===== src/rtl/game_defs_pkg.sv =====
// Shared game-level definitions: state encodings and pixel geometry widths.
package game_defs;

   localparam int unsigned COLOR_W = 12;
   localparam int unsigned X_W     = 10;
   localparam int unsigned Y_W     = 9;
   localparam int unsigned HALF_W  = 8;

   typedef enum logic [1:0] {
      GAME_INITIAL = 2'b00,
      GAME_RUNNING = 2'b01,
      GAME_OVER    = 2'b10,
      GAME_SUCCESS = 2'b11
   } game_state_t;

endpackage


===== src/rtl/sprite_hit_test.sv =====
// Combinational box and transparency test for one sprite channel.
// Offsets are taken one bit wider than the coordinate so a sprite near the
// screen edge is clipped rather than wrapping around to the opposite side.
module sprite_hit_test #(
   parameter int unsigned          COLOR_W   = game_defs::COLOR_W,
   parameter logic [COLOR_W-1:0]   TRANS_KEY = '0
) (
   input  logic                          en,
   input  logic [game_defs::X_W-1:0]     x,
   input  logic [game_defs::Y_W-1:0]     y,
   input  logic [game_defs::X_W-1:0]     cx,
   input  logic [game_defs::Y_W-1:0]     cy,
   input  logic [game_defs::HALF_W-1:0]  hw,
   input  logic [game_defs::HALF_W-1:0]  hh,
   input  logic [COLOR_W-1:0]            color,
   output logic                          hit_c
);
   import game_defs::*;

   localparam int unsigned RX_W = X_W + 1;
   localparam int unsigned RY_W = Y_W + 1;

   logic [RX_W-1:0] rel_x;
   logic [RY_W-1:0] rel_y;
   logic            in_x;
   logic            in_y;

   // Offset from the box's top-left corner; MSB set means left of / above the box.
   always_comb begin
      rel_x = RX_W'(x) + RX_W'(hw) - RX_W'(cx);
      rel_y = RY_W'(y) + RY_W'(hh) - RY_W'(cy);
      in_x  = !rel_x[RX_W-1] && (rel_x < RX_W'({hw, 1'b0}));
      in_y  = !rel_y[RY_W-1] && (rel_y < RY_W'({hh, 1'b0}));
      hit_c = en && in_x && in_y && (color != TRANS_KEY);
   end

endmodule


===== src/rtl/sprite_mixer.sv =====
// N-channel sprite compositor: priority mux of opaque sprites over background,
// game-state gating of the output, and per-frame player collision flags.
module sprite_mixer #(
   parameter int unsigned        N_SPR      = 4,
   parameter int unsigned        COLOR_W    = game_defs::COLOR_W,
   parameter logic [COLOR_W-1:0] TRANS_KEY  = 12'h000,
   parameter logic [COLOR_W-1:0] BG_KEY     = 12'hFFF,
   parameter logic [COLOR_W-1:0] INIT_COLOR = 12'hF00,
   parameter logic [COLOR_W-1:0] WIN_COLOR  = 12'h00F
) (
   input  logic                   clk,
   input  logic                   rst,
   input  logic                   pix_en,
   input  logic [9:0]             x,
   input  logic [8:0]             y,
   input  logic                   frame_start,
   input  logic [1:0]             game_state,
   input  logic [N_SPR-1:0]       spr_en,
   input  logic [N_SPR*10-1:0]    spr_cx,
   input  logic [N_SPR*9-1:0]     spr_cy,
   input  logic [N_SPR*8-1:0]     spr_hw,
   input  logic [N_SPR*8-1:0]     spr_hh,
   input  logic [N_SPR*12-1:0]    spr_color,
   input  logic [COLOR_W-1:0]     bg_color,
   output logic [COLOR_W-1:0]     vga_data,
   output logic                   pix_valid,
   output logic [N_SPR-1:0]       coll_flags,
   output logic                   coll_valid
);
   import game_defs::*;

   localparam int unsigned SPR_CW = 12;

   logic [N_SPR-1:0]    hit_c;

   logic [N_SPR-1:0]    s1_hit;
   logic [COLOR_W-1:0]  s1_color [N_SPR];
   logic [COLOR_W-1:0]  s1_bg;
   game_state_t         s1_state;
   logic                s1_fs;
   logic                s1_valid;

   logic [COLOR_W-1:0]  run_pix_c;
   logic [COLOR_W-1:0]  mix_c;
   logic [N_SPR-1:0]    contrib_c;

   logic [N_SPR-1:0]    acc;
   logic                armed;

   // One box/transparency tester per channel.
   for (genvar i = 0; i < N_SPR; i++) begin : g_hit
      sprite_hit_test #(
         .COLOR_W   (COLOR_W),
         .TRANS_KEY (TRANS_KEY)
      ) u_hit (
         .en    (spr_en[i]),
         .x     (x),
         .y     (y),
         .cx    (spr_cx[i*X_W +: X_W]),
         .cy    (spr_cy[i*Y_W +: Y_W]),
         .hw    (spr_hw[i*HALF_W +: HALF_W]),
         .hh    (spr_hh[i*HALF_W +: HALF_W]),
         .color (COLOR_W'(spr_color[i*SPR_CW +: SPR_CW])),
         .hit_c (hit_c[i])
      );
   end

   // Stage 1: capture hits and everything stage 2 needs for this pixel.
   always_ff @(posedge clk or posedge rst) begin
      if (rst) begin
         s1_hit   <= '0;
         s1_bg    <= '0;
         s1_state <= GAME_INITIAL;
         s1_fs    <= 1'b0;
         s1_valid <= 1'b0;
         for (int i = 0; i < int'(N_SPR); i++) s1_color[i] <= '0;
      end else if (pix_en) begin
         s1_hit   <= hit_c;
         s1_bg    <= bg_color;
         s1_state <= game_state_t'(game_state);
         s1_fs    <= frame_start;
         s1_valid <= 1'b1;
         for (int i = 0; i < int'(N_SPR); i++)
            s1_color[i] <= COLOR_W'(spr_color[i*SPR_CW +: SPR_CW]);
      end
   end

   // Priority select (descending loop so the lowest index wins) and state gating.
   always_comb begin
      run_pix_c = (s1_bg == BG_KEY) ? '0 : s1_bg;
      for (int i = int'(N_SPR) - 1; i >= 0; i--) begin
         if (s1_hit[i]) run_pix_c = s1_color[i];
      end
      mix_c = '0;
      case (s1_state)
         GAME_INITIAL: mix_c = INIT_COLOR;
         GAME_RUNNING: mix_c = run_pix_c;
         GAME_OVER:    mix_c = s1_bg;
         GAME_SUCCESS: mix_c = WIN_COLOR;
         default:      mix_c = '0;
      endcase
   end

   // Player-vs-object overlaps contributed by the stage-1 pixel; bit 0 never set.
   always_comb begin
      contrib_c = '0;
      if (s1_state == GAME_RUNNING && s1_hit[0]) contrib_c = {s1_hit[N_SPR-1:1], 1'b0};
   end

   // Stage 2: composited output and its valid flag.
   always_ff @(posedge clk or posedge rst) begin
      if (rst) begin
         vga_data  <= '0;
         pix_valid <= 1'b0;
      end else if (pix_en) begin
         vga_data  <= mix_c;
         pix_valid <= s1_valid;
      end
   end

   // Collision accumulator; the first frame_start after reset only opens a frame.
   always_ff @(posedge clk or posedge rst) begin
      if (rst) begin
         acc        <= '0;
         armed      <= 1'b0;
         coll_flags <= '0;
         coll_valid <= 1'b0;
      end else begin
         coll_valid <= 1'b0;
         if (pix_en) begin
            if (s1_fs) begin
               if (armed) begin
                  coll_flags <= acc;
                  coll_valid <= 1'b1;
               end
               armed <= 1'b1;
               acc   <= contrib_c;
            end else begin
               acc <= acc | contrib_c;
            end
         end
      end
   end

endmodule


===== config.mk =====
export PLATFORM = sky130hd
export DESIGN_NAME = sprite_mixer
export DESIGN_NICKNAME = d
export VERILOG_FILES = /design/src/rtl/game_defs_pkg.sv /design/src/rtl/sprite_hit_test.sv /design/src/rtl/sprite_mixer.sv
export SDC_FILE = /design/constraint.sdc
export NUM_CORES = 1
export LEC_CHECK = 0
export ABC_AREA = 0
export CORE_MARGIN = 5
export CORE_UTILIZATION = 42
export CTS_CLUSTER_DIAMETER = 150
export DETAILED_ROUTE_END_ITERATION = 7
export GPL_TIMING_DRIVEN = 0
export PLACE_DENSITY = 0.79
export SLEW_MARGIN = 20
export SYNTH_ARGS = -nofsm -noshare
export SYNTH_HDL_FRONTEND = slang
export SYNTH_SLANG_ARGS = --single-unit

===== constraint.sdc =====
create_clock -name clk -period 3.24 [get_ports clk]
set_input_delay 0.972 -clock clk [delete_from_list [all_inputs] [get_ports clk]]
set_output_delay 0.972 -clock clk [all_outputs]
set_load 0.05 [all_outputs]

Word-level counts from Yosys, hierarchy flattened:

Cells that the tools add are included.

* flip-flop bits (word level): 91

* add/sub/neg operators: 16
* $lt $le $gt $ge: 8
* equal/unequal tests: 4
* multiplexer cells: 11
* bitwise logic cells: 1
* reduce and logical (&&, ||, !) cells: 36

Operators by type and width (count)
* 12-bit 2-to-1 mux: 5
* 12-bit case mux with 4 select lines: 1
* 12-bit nonzero test: 4
* 10-bit by 8-bit adder with 11-bit output: 4
* 11-bit by 9-bit < comparator with 1-bit output: 4
* 11-bit by 10-bit subtractor with 11-bit output: 4
* 9-bit by 8-bit adder with 10-bit output: 4
* 10-bit by 9-bit < comparator with 1-bit output: 4
* 10-bit by 9-bit subtractor with 10-bit output: 4
* 1-bit logical AND: 21
* 12-bit equality test (second input constant): 1
* 1-bit zero test: 8
* 4-bit 2-to-1 mux: 2
* 2-bit equality test (second input constant): 2
* 4-bit bitwise OR: 1
* 1-bit 2-to-1 mux: 3
* 3-bit AND reduction: 1
* 2-bit by 1-bit equality test with 1-bit output (second input constant): 1
* 2-bit zero test: 1
* 2-bit AND reduction: 1

Depth between registers and ports, before layout:

Gate-level depths: netlist (run 1).

* word-level depth: 7
* mapped depth: 17

Hierarchy:

Synthesis (run 1) repeated with hierarchy kept, for this count alone.

* cell total of the unflattened synthesis: 1247
* area total of the unflattened synthesis: 11055.6 µm²

By module, submodules not included
* sprite_mixer: times used 1, cells each 340, area each 4169.0 µm², seq. area each 2227.1 µm²
* sprite_hit_test at g_hit[1].u_hit: times used 1, cells each 232, area each 1762.9 µm², seq. area each 0.0 µm²
* sprite_hit_test at g_hit[3].u_hit: times used 1, cells each 230, area each 1754.2 µm², seq. area each 0.0 µm²
* sprite_hit_test at g_hit[0].u_hit: times used 1, cells each 225, area each 1704.1 µm², seq. area each 0.0 µm²
* sprite_hit_test at g_hit[2].u_hit: times used 1, cells each 220, area each 1665.3 µm², seq. area each 0.0 µm²

Least setup slack after synthesis (run 1):

OpenSTA, ideal clock, no wires.

* path kind: input to register
* from: in y[1]
* to: reg s1_hit[2]
* setup time: 103 ps
* arrival: 4286 ps
* path slack: -1149 ps
* stages on the path: 15
* path buffers: 0
* cell sequence: inv_1 > fa_1 > fa_1 > nor2b_1 > o21ai_0 > a21boi_0 > o21ai_0 > a211oi_1 > xor2_1 > ha_1 > a222oi_1 > o311ai_1 > nor4_2 > o2111ai_1 > o41ai_2

* longest elaborated chain between the ends: 6
* elaborated cells on any way between the ends: 7
* those cells by class: add/sub (2); order compare (1); reduce/logical (4)

RTL lines
* start, declared: line sprite_mixer.sv:15 `input logic [8:0] y,`
* 9-bit by 8-bit adder with 10-bit output *: line sprite_hit_test.sv:31 `rel_y = RY_W'(y) + RY_W'(hh) - RY_W'(cy);`
* 10-bit by 9-bit subtractor with 10-bit output *: line sprite_hit_test.sv:31
* 10-bit by 9-bit < comparator with 1-bit output / 1-bit zero test (equally long branches): line sprite_hit_test.sv:33 `in_y = !rel_y[RY_W-1] && (rel_y < RY_W'({hh, 1'b0}));`
* 1-bit logical AND *: line sprite_hit_test.sv:33
* 1-bit logical AND * (2 in a row): line sprite_hit_test.sv:34 `hit_c = en && in_x && in_y && (color != TRANS_KEY);`
* end signal, assigned: line sprite_mixer.sv:78 `s1_hit <= hit_c;`
* end, declared: line sprite_mixer.sv:36 `logic [N_SPR-1:0] s1_hit;`

Mark *: on every way between the ends. The rest lies on a longest branch, timed or not.
A chain may end at the register's enable or synchronous reset.

Final worst setup path (run 1):

* from: in x[1]
* to: reg s1_hit[3]

* longest elaborated chain between the ends: 7
* elaborated cells on any way between the ends: 8
* those cells by class: add/sub (2); order compare (1); reduce/logical (5)

RTL lines
* start, declared: line sprite_mixer.sv:14 `input logic [9:0] x,`
* 10-bit by 8-bit adder with 11-bit output *: line sprite_hit_test.sv:30 `rel_x = RX_W'(x) + RX_W'(hw) - RX_W'(cx);`
* 11-bit by 10-bit subtractor with 11-bit output *: line sprite_hit_test.sv:30
* 11-bit by 9-bit < comparator with 1-bit output / 1-bit zero test (equally long branches): line sprite_hit_test.sv:32 `in_x = !rel_x[RX_W-1] && (rel_x < RX_W'({hw, 1'b0}));`
* 1-bit logical AND *: line sprite_hit_test.sv:32
* 1-bit logical AND * (3 in a row): line sprite_hit_test.sv:34

Marks and branches as above.

==> impl_metrics.env, run 1 <==
export IMPL_status="finished, violations left"
export IMPL_failed_checks="setup timing"
export IMPL_area_growth_pct=43.2
export IMPL_ys_seq_area_share_pct=21.1
export IMPL_worst_slack_ns=-1.04
export IMPL_dp_hpwl_mm=26.9
export IMPL_nets=1956
export IMPL_drtAntennaViolNets=0
export IMPL_worstSetupPathType="in2reg"
export IMPL_setup_viol=4
export IMPL_cts_tree="done"
export IMPL_synth_area_sq_mm=0.0106
export IMPL_yosysTopAreaCellShare_pct=21.1
export IMPL_grt_usage_pct=23.6
export IMPL_vias=10000
export IMPL_final_area_sq_mm=0.0151
export IMPL_fin_cells=1856
export IMPL_synth_area_leaders="dfrtp_1 (21%), ha_1 (17%), fa_1 (12%)"
export IMPL_fmax_mhz=234
export IMPL_critPathMaxStageDelay_ns=0.56
export IMPL_grt_pass1_wl_mm=54.1
export IMPL_cp_start_kind="primary input"
export IMPL_dr_pass1_iters=5
export IMPL_critical_path_arrival_ns=4.53
export IMPL_hp_class="reg2reg"
export IMPL_dp_cells=1744
export IMPL_place_area_sq_mm=0.0137
export IMPL_synth_flop_cell="dfrtp_1"
export IMPL_p_per_area_mw_per_mm2=407
export IMPL_p_leak_nw=7.05
export IMPL_die_h_microns=169
export IMPL_io_buffers=244
export IMPL_worstSkewPairLatency_ns=0.34
export IMPL_synth_edf_count=0
export IMPL_ys_seq_elements=89
export IMPL_cts_buffer_depth=2
export IMPL_vias_per_cell=5.39
export IMPL_clockRootBuffer="clkbuf_16"
export IMPL_place_ws_ns=-2.05
export IMPL_syn_instance_count=1168
export IMPL_worst_pin_slew_ns=0.598
export IMPL_yosysMostFrequentCell="inv_1"
export IMPL_setup_worst_path_end_class="flip-flop"
export IMPL_ys_async_sr_fraction_pct=100
export IMPL_grt_overflow=0
export IMPL_cp_slowest_cell="fa_1"
export IMPL_drt_total_wl_mm=34.3
export IMPL_fin_worst_skew_ns=0.00804
export IMPL_die_width_microns=169
export IMPL_maxCapViolations=0
export IMPL_cts_made_buffers=9
export IMPL_fin_crit_sh_pct=132
export IMPL_required_ns=3.49
export IMPL_post_drt_wl_per_cell_microns=18.5
export IMPL_irDropWorstVdd_v=0.000276
export IMPL_synth_common_cells="inv_1 (226), ha_1 (144), dfrtp_1 (89)"
export IMPL_fin_crit_ns=4.28
export IMPL_drc=0
export IMPL_htreeDepth=3
export IMPL_max_slew_margin_pct=59.6
export IMPL_synth_avg_cell_area_sq_um=9.05
export IMPL_synth_cell_types=69
export IMPL_core_area_sq_mm=0.0250
export IMPL_clk_pin_slew_ns=0.06
export IMPL_crit_top_cell="buf_6"
export IMPL_placementRows=58
export IMPL_grt_max_degree=36
export IMPL_grt_pass1_vias=10500
export IMPL_hold_violations=0
export IMPL_antenna_found_initial=4
export IMPL_cts_sinks=89
export IMPL_cp_max_fo=2
export IMPL_yosys_warnings=0
export IMPL_die_area_sq_mm=0.0284
export IMPL_start_util_pct=42.3
export IMPL_initialDrtViolationCount=721
export IMPL_gp_congestion=1.00
export IMPL_ioPinCount=247
export IMPL_syn_nets=1605
export IMPL_rsz0062_at_grt="yes"
export IMPL_yosys_area_top_type="dfrtp_1"
export IMPL_crit_chain="buf_6 -> clkinvlp_4 -> buf_6 -> fa_1 -> inv_1 -> ha_1 -> nand3b_1 -> a2111oi_4 -> o21ai_1 -> nand2b_1 -> a21oi_2 -> xnor2_1 -> ha_1 -> nand2_2 -> buf_6 -> buf_4 -> o2111ai_2 -> a311oi_2 -> o2111ai_2 -> o32ai_2"
export IMPL_drive_above_1_share_pct=23.1
export IMPL_final_max_slew_viol_count=0
[path summary, 6_finish.rpt]
path	start	endpoint	slack, ns	depth (start not counted)
min in group asynchronous	rst	s1_color[6]	1.02	2
setup / recovery	x[1]	s1_hit[3]	-1.04	20
hold / removal	vga_data[9]	vga_data[9]	0.50	2
max in group asynchronous	rst	s1_color[42]	1.45	4
hold reg to reg	vga_data[9]	vga_data[9]	0.50	2
setup reg to reg	s1_bg[10]	vga_data[8]	1.21	7
[worst max-delay path, delay by kind of cell]
kind	cells	cell delay, ns
AOI/OAI and AO/OA	7	1.45
adders and majority gates	3	1.12
buffers and inverters	6	0.50
and+or+nand+nor	3	0.35
xor gates and xnor gates	1	0.13
[stage by stage]
step                total power, mW  TNS [ns]  util, %  hold WS [ns]
floorplan                      3.51     -3.31        -         0.431
global placement               4.36     -7.36     54.6         0.453
detailed placement             4.46     -7.61     54.8         0.465
CTS                            5.99     -4.00     60.1         0.490
global route                   6.63     -4.68     60.6         0.508
finish                         6.16     -4.05     60.6         0.499
[per-layer routing]
metal | vias to the layer above | track usage [%] | wire length (microns)
li1 | 4733 | - | -
met3 | 96 | 3.48 | 1760
met2 | 347 | 40.8 | 16700
met4 | 2 | 10.3 | 1490
met5 | - | 0 | 11
met1 | 4828 | 29.4 | 14300
[placed cells by master, fill, tap and decap left out, types with 12 or more instances in the layout]
cell type and count:
buf_4 90, a21oi_1 48, dfrtp_1 89, buf_2 14
ha_4 21, nand2_1 52, clkdlybuf4s50_1 194, ha_1 120
o21ai_1 17, nand4_1 16, nand2b_1 15, inv_1 182
a221oi_1 12, nor2_1 32, inv_2 35, mux2_2 67
dlygate4sd2_1 35, nand3_1 21, clkbuf_1 13, a21o_1 23
o21ai_0 35, nor2b_1 26, xnor2_1 34, xor2_1 20
nor4_1 12, a21oi_2 15, fa_1 57
[power by group]
| group | switching [mW] | internal (mW) |
|---|---|---|
| sequential | 0.101 | 1.22 |
| clock | 0.409 | 0.633 |
| combinational | 1.92 | 1.88 |
| total | 2.43 | 3.73 |
[registers in the layout, indices dropped and copies added, names as in the netlist]
signal,flops
acc,3
armed,1
coll_flags,3
coll_valid,1
pix_valid,1
s1_bg,12
s1_color,48
s1_fs,1
s1_hit,4
s1_state,2
s1_valid,1
vga_data,12
[cell type report]
class	instances	area (sq um)
diodes	3	7.51
plain buffers	23	103
clock buffers	12	256
clock inverters	3	40.0
fillers	2076	9830
inverters	226	877
multi-input cells	830	8030
flip-flops and latches	89	2230
well taps	330	413
repair buffers	340	3180
[logic make-up after synthesis]
kind of cell / share of synthesized area, %
xor gates and xnor gates: 4.56
AOI/OAI and AO/OA: 16.2
adders and majority gates: 29.2
other: 0.0355
and+or+nand+nor: 12.5
muxes: 7.43
DFF: 21.1
buffers and inverters: 9.00
[timing repair]
action | 4_1_cts | 5_1_grt
setup endpoints to repair | 4 | 4
pin swaps | 102 | 21
hold buffers | 0 | 0
buffers inserted | 91 | 3
resized for setup | 191 | 21
Note: power is estimated with default switching activity, not from simulation.
==> inputs of run 2 (changes only) <==
--- a/config.mk
+++ b/config.mk
@@ -11,8 +11,9 @@
 export CTS_CLUSTER_DIAMETER = 150
 export DETAILED_ROUTE_END_ITERATION = 7
 export GPL_TIMING_DRIVEN = 0
-export PLACE_DENSITY = 0.79
+export PLACE_DENSITY = 0.73
 export SLEW_MARGIN = 20
 export SYNTH_ARGS = -nofsm -noshare
 export SYNTH_HDL_FRONTEND = slang
 export SYNTH_SLANG_ARGS = --single-unit
+export TNS_END_PERCENT = 100
==> run 2 against run 1 <==
  * The flow still finishes with violations (setup timing)
  * Critical path depth unchanged
  * Power is 1.1% higher
  * Flip-flop and latch count unchanged
  * Sequential power barely moved
  * Global-route usage shrank 0.67 points
  * Fmax down 0.37%
  * First-iteration DRC count fell by 20%
==> impl_metrics.env, run 2 (same netlist as run 1, synthesis figures left out) <==
export IMPL_cts_made_buffers=9
export IMPL_status="finished, violations left"
export IMPL_largest_register="s1_color"
export IMPL_io_buffers=244
export IMPL_fin_worst_skew_ns=0.00554
export IMPL_vias_per_cell=5.28
export IMPL_ioPinCount=247
export IMPL_nets=1950
export IMPL_antenna_found_initial=3
export IMPL_critical_path_arrival_ns=4.51
export IMPL_htreeDepth=3
export IMPL_cp_max_fo=2
export IMPL_grt_overflow=0
export IMPL_cp_start_kind="primary input"
export IMPL_irDropWorstVdd_v=0.000269
export IMPL_dr_pass1_iters=5
export IMPL_die_h_microns=169
export IMPL_hp_class="reg2reg"
export IMPL_finalSetupTns_ns=-3.98
export IMPL_maxCapViolations=0
export IMPL_cts_buffer_depth=2
export IMPL_crit_top_cell="buf_4"
export IMPL_cp_slowest_cell="fa_1"
export IMPL_worst_slack_ns=-1.06
export IMPL_drtAntennaViolNets=0
export IMPL_grt_max_degree=36
export IMPL_final_common_cell="clkdlybuf4s50_1"
export IMPL_grt_pass1_vias=10200
export IMPL_final_max_slew_viol_count=0
export IMPL_cts_tree="done"
export IMPL_vias=9771
export IMPL_worst_pin_slew_ns=0.739
export IMPL_cpLargestDelayFamily="compound AO/OA/AOI/OAI gates"
export IMPL_setup_viol=4
export IMPL_crit_chain="buf_8 -> clkinvlp_4 -> buf_4 -> fa_1 -> inv_2 -> ha_4 -> nor2b_4 -> o31a_1 -> nor2_2 -> o21ai_2 -> a21oi_2 -> xnor2_1 -> ha_1 -> buf_4 -> and3_1 -> nand2_2 -> o311ai_2 -> nor4_2 -> o2111ai_1 -> o41ai_2"
export IMPL_grt_usage_pct=23.0
export IMPL_clockRootBuffer="clkbuf_16"
export IMPL_initialDrtViolationCount=579
export IMPL_max_slew_margin_pct=50.1
export IMPL_area_growth_pct=43.8
export IMPL_total_power_mw=6.23
export IMPL_fmax_mhz=233
export IMPL_drive_above_1_share_pct=23.0
export IMPL_failed_checks="setup timing"
export IMPL_fin_crit_sh_pct=133
export IMPL_layout_common_cells="clkdlybuf4s50_1 (195), inv_1 (179), ha_1 (116), dfrtp_1 (89), buf_4 (81)"
export IMPL_dp_cells=1744
export IMPL_die_area_sq_mm=0.0284
export IMPL_p_leak_nw=7.07
export IMPL_core_area_sq_mm=0.0250
export IMPL_fin_util_pct=60.9
export IMPL_critPathMaxStageDelay_ns=0.55
export IMPL_drt_total_wl_mm=33.5
export IMPL_hold_violations=0
export IMPL_worstSkewPairLatency_ns=0.35
export IMPL_clk_pin_slew_ns=0.06
export IMPL_rsz0062_at_grt="yes"
export IMPL_p_per_area_mw_per_mm2=410
export IMPL_worstSetupPathType="in2reg"
export IMPL_critPathBufInv=5
export IMPL_die_width_microns=169
export IMPL_required_ns=3.45
export IMPL_grt_pass1_wl_mm=52.5
export IMPL_drc=0
export IMPL_reg_top3="s1_color (48), s1_bg (12), vga_data (12)"
export IMPL_placementRows=58
export IMPL_gp_congestion=0.953
export IMPL_cts_sinks=89
export IMPL_dp_hpwl_mm=26.9
export IMPL_setup_worst_path_end_class="flip-flop"
export IMPL_start_util_pct=42.3
export IMPL_fin_crit_ns=4.30
export IMPL_largest_register_ffs=48
export IMPL_place_ws_ns=-2.02
export IMPL_fin_cells=1851
export IMPL_post_drt_wl_per_cell_microns=18.1
==> run 2: cell count changes in the layout (fill, tap and decap cells not counted), sizes merged, moves of 2 or more <==
cell	previous run	this run
buf	115	107
dlymetal6s2s	1	5
bufinv	1	3
clkbuf	24	22
clkdlybuf4s15	6	4
clkinvlp	5	7
dlygate4sd2	35	33
==> run 2: cell type report <==
cell class,instances,area (sq um)
flip-flops and latches,89,2230
multi-input cells,830,8070
diodes,3,7.51
inverters,226,882
fillers,2148,9770
plain buffers,23,103
clock inverters,7,119
repair buffers,334,3150
well taps,330,413
clock buffers,9,225
==> run 2: report_power, final <==
group	switching [mW]	internal, mW
logic	1.87	1.85
clock network	0.435	0.753
registers	0.100	1.22
total	2.41	3.82
==> run 2: worst paths after layout <==
check	startpoint	endpoint	slack, ns	depth (start not counted)
worst min register to register	armed	armed	0.47	1
max in group asynchronous	rst	vga_data[8]	1.67	3
worst min-delay path	armed	armed	0.47	1
worst max-delay path	x[2]	s1_hit[2]	-1.06	20
min in group asynchronous	rst	s1_bg[8]	1.03	2
worst max register to register	s1_bg[8]	vga_data[8]	1.19	7
==> run 2: layer usage <==
metal | GRT usage [%] | up-vias | share of wire [%]
met5 | 0 | - | 0
met3 | 4.25 | 51 | 5.7
met2 | 39.5 | 322 | 49
met1 | 29.7 | 4675 | 42
li1 | - | 4723 | -
met4 | 6.49 | 0 | 2.9
==> run 2: per-stage QoR <==
| step | hold slack, ns | cell area, sq um |
|---|---|---|
| 2_1_floorplan | 0.431 | 10800 |
| 3_3_place_gp | 0.451 | 13600 |
| 3_5_place_dp | 0.461 | 13700 |
| 4_1_cts | 0.475 | 14900 |
| 5_1_grt | 0.500 | 15200 |
| 6_report | 0.466 | 15200 |
==> run 2: timing repair <==
| action | in CTS | in global routing |
|---|---|---|
| hold buffers | 0 | 0 |
| pin swaps | 102 | 54 |
| setup endpoints to repair | 4 | 4 |
| buffers inserted | 80 | 11 |
| endpoints found under the hold margin | 0 | 0 |
| cloned | 0 | 0 |
| gates resized for setup | 177 | 38 |
==> run 2: worst reg2reg max path, delay by kind of cell, from the launching register on <==
kind / cells / cell delay [ns]
buffers and inverters: 1 / 0.21
flip-flops: 1 / 0.50
AND/OR/NAND/NOR: 1 / 0.14
AO/OA/AOI/OAI: 5 / 1.09
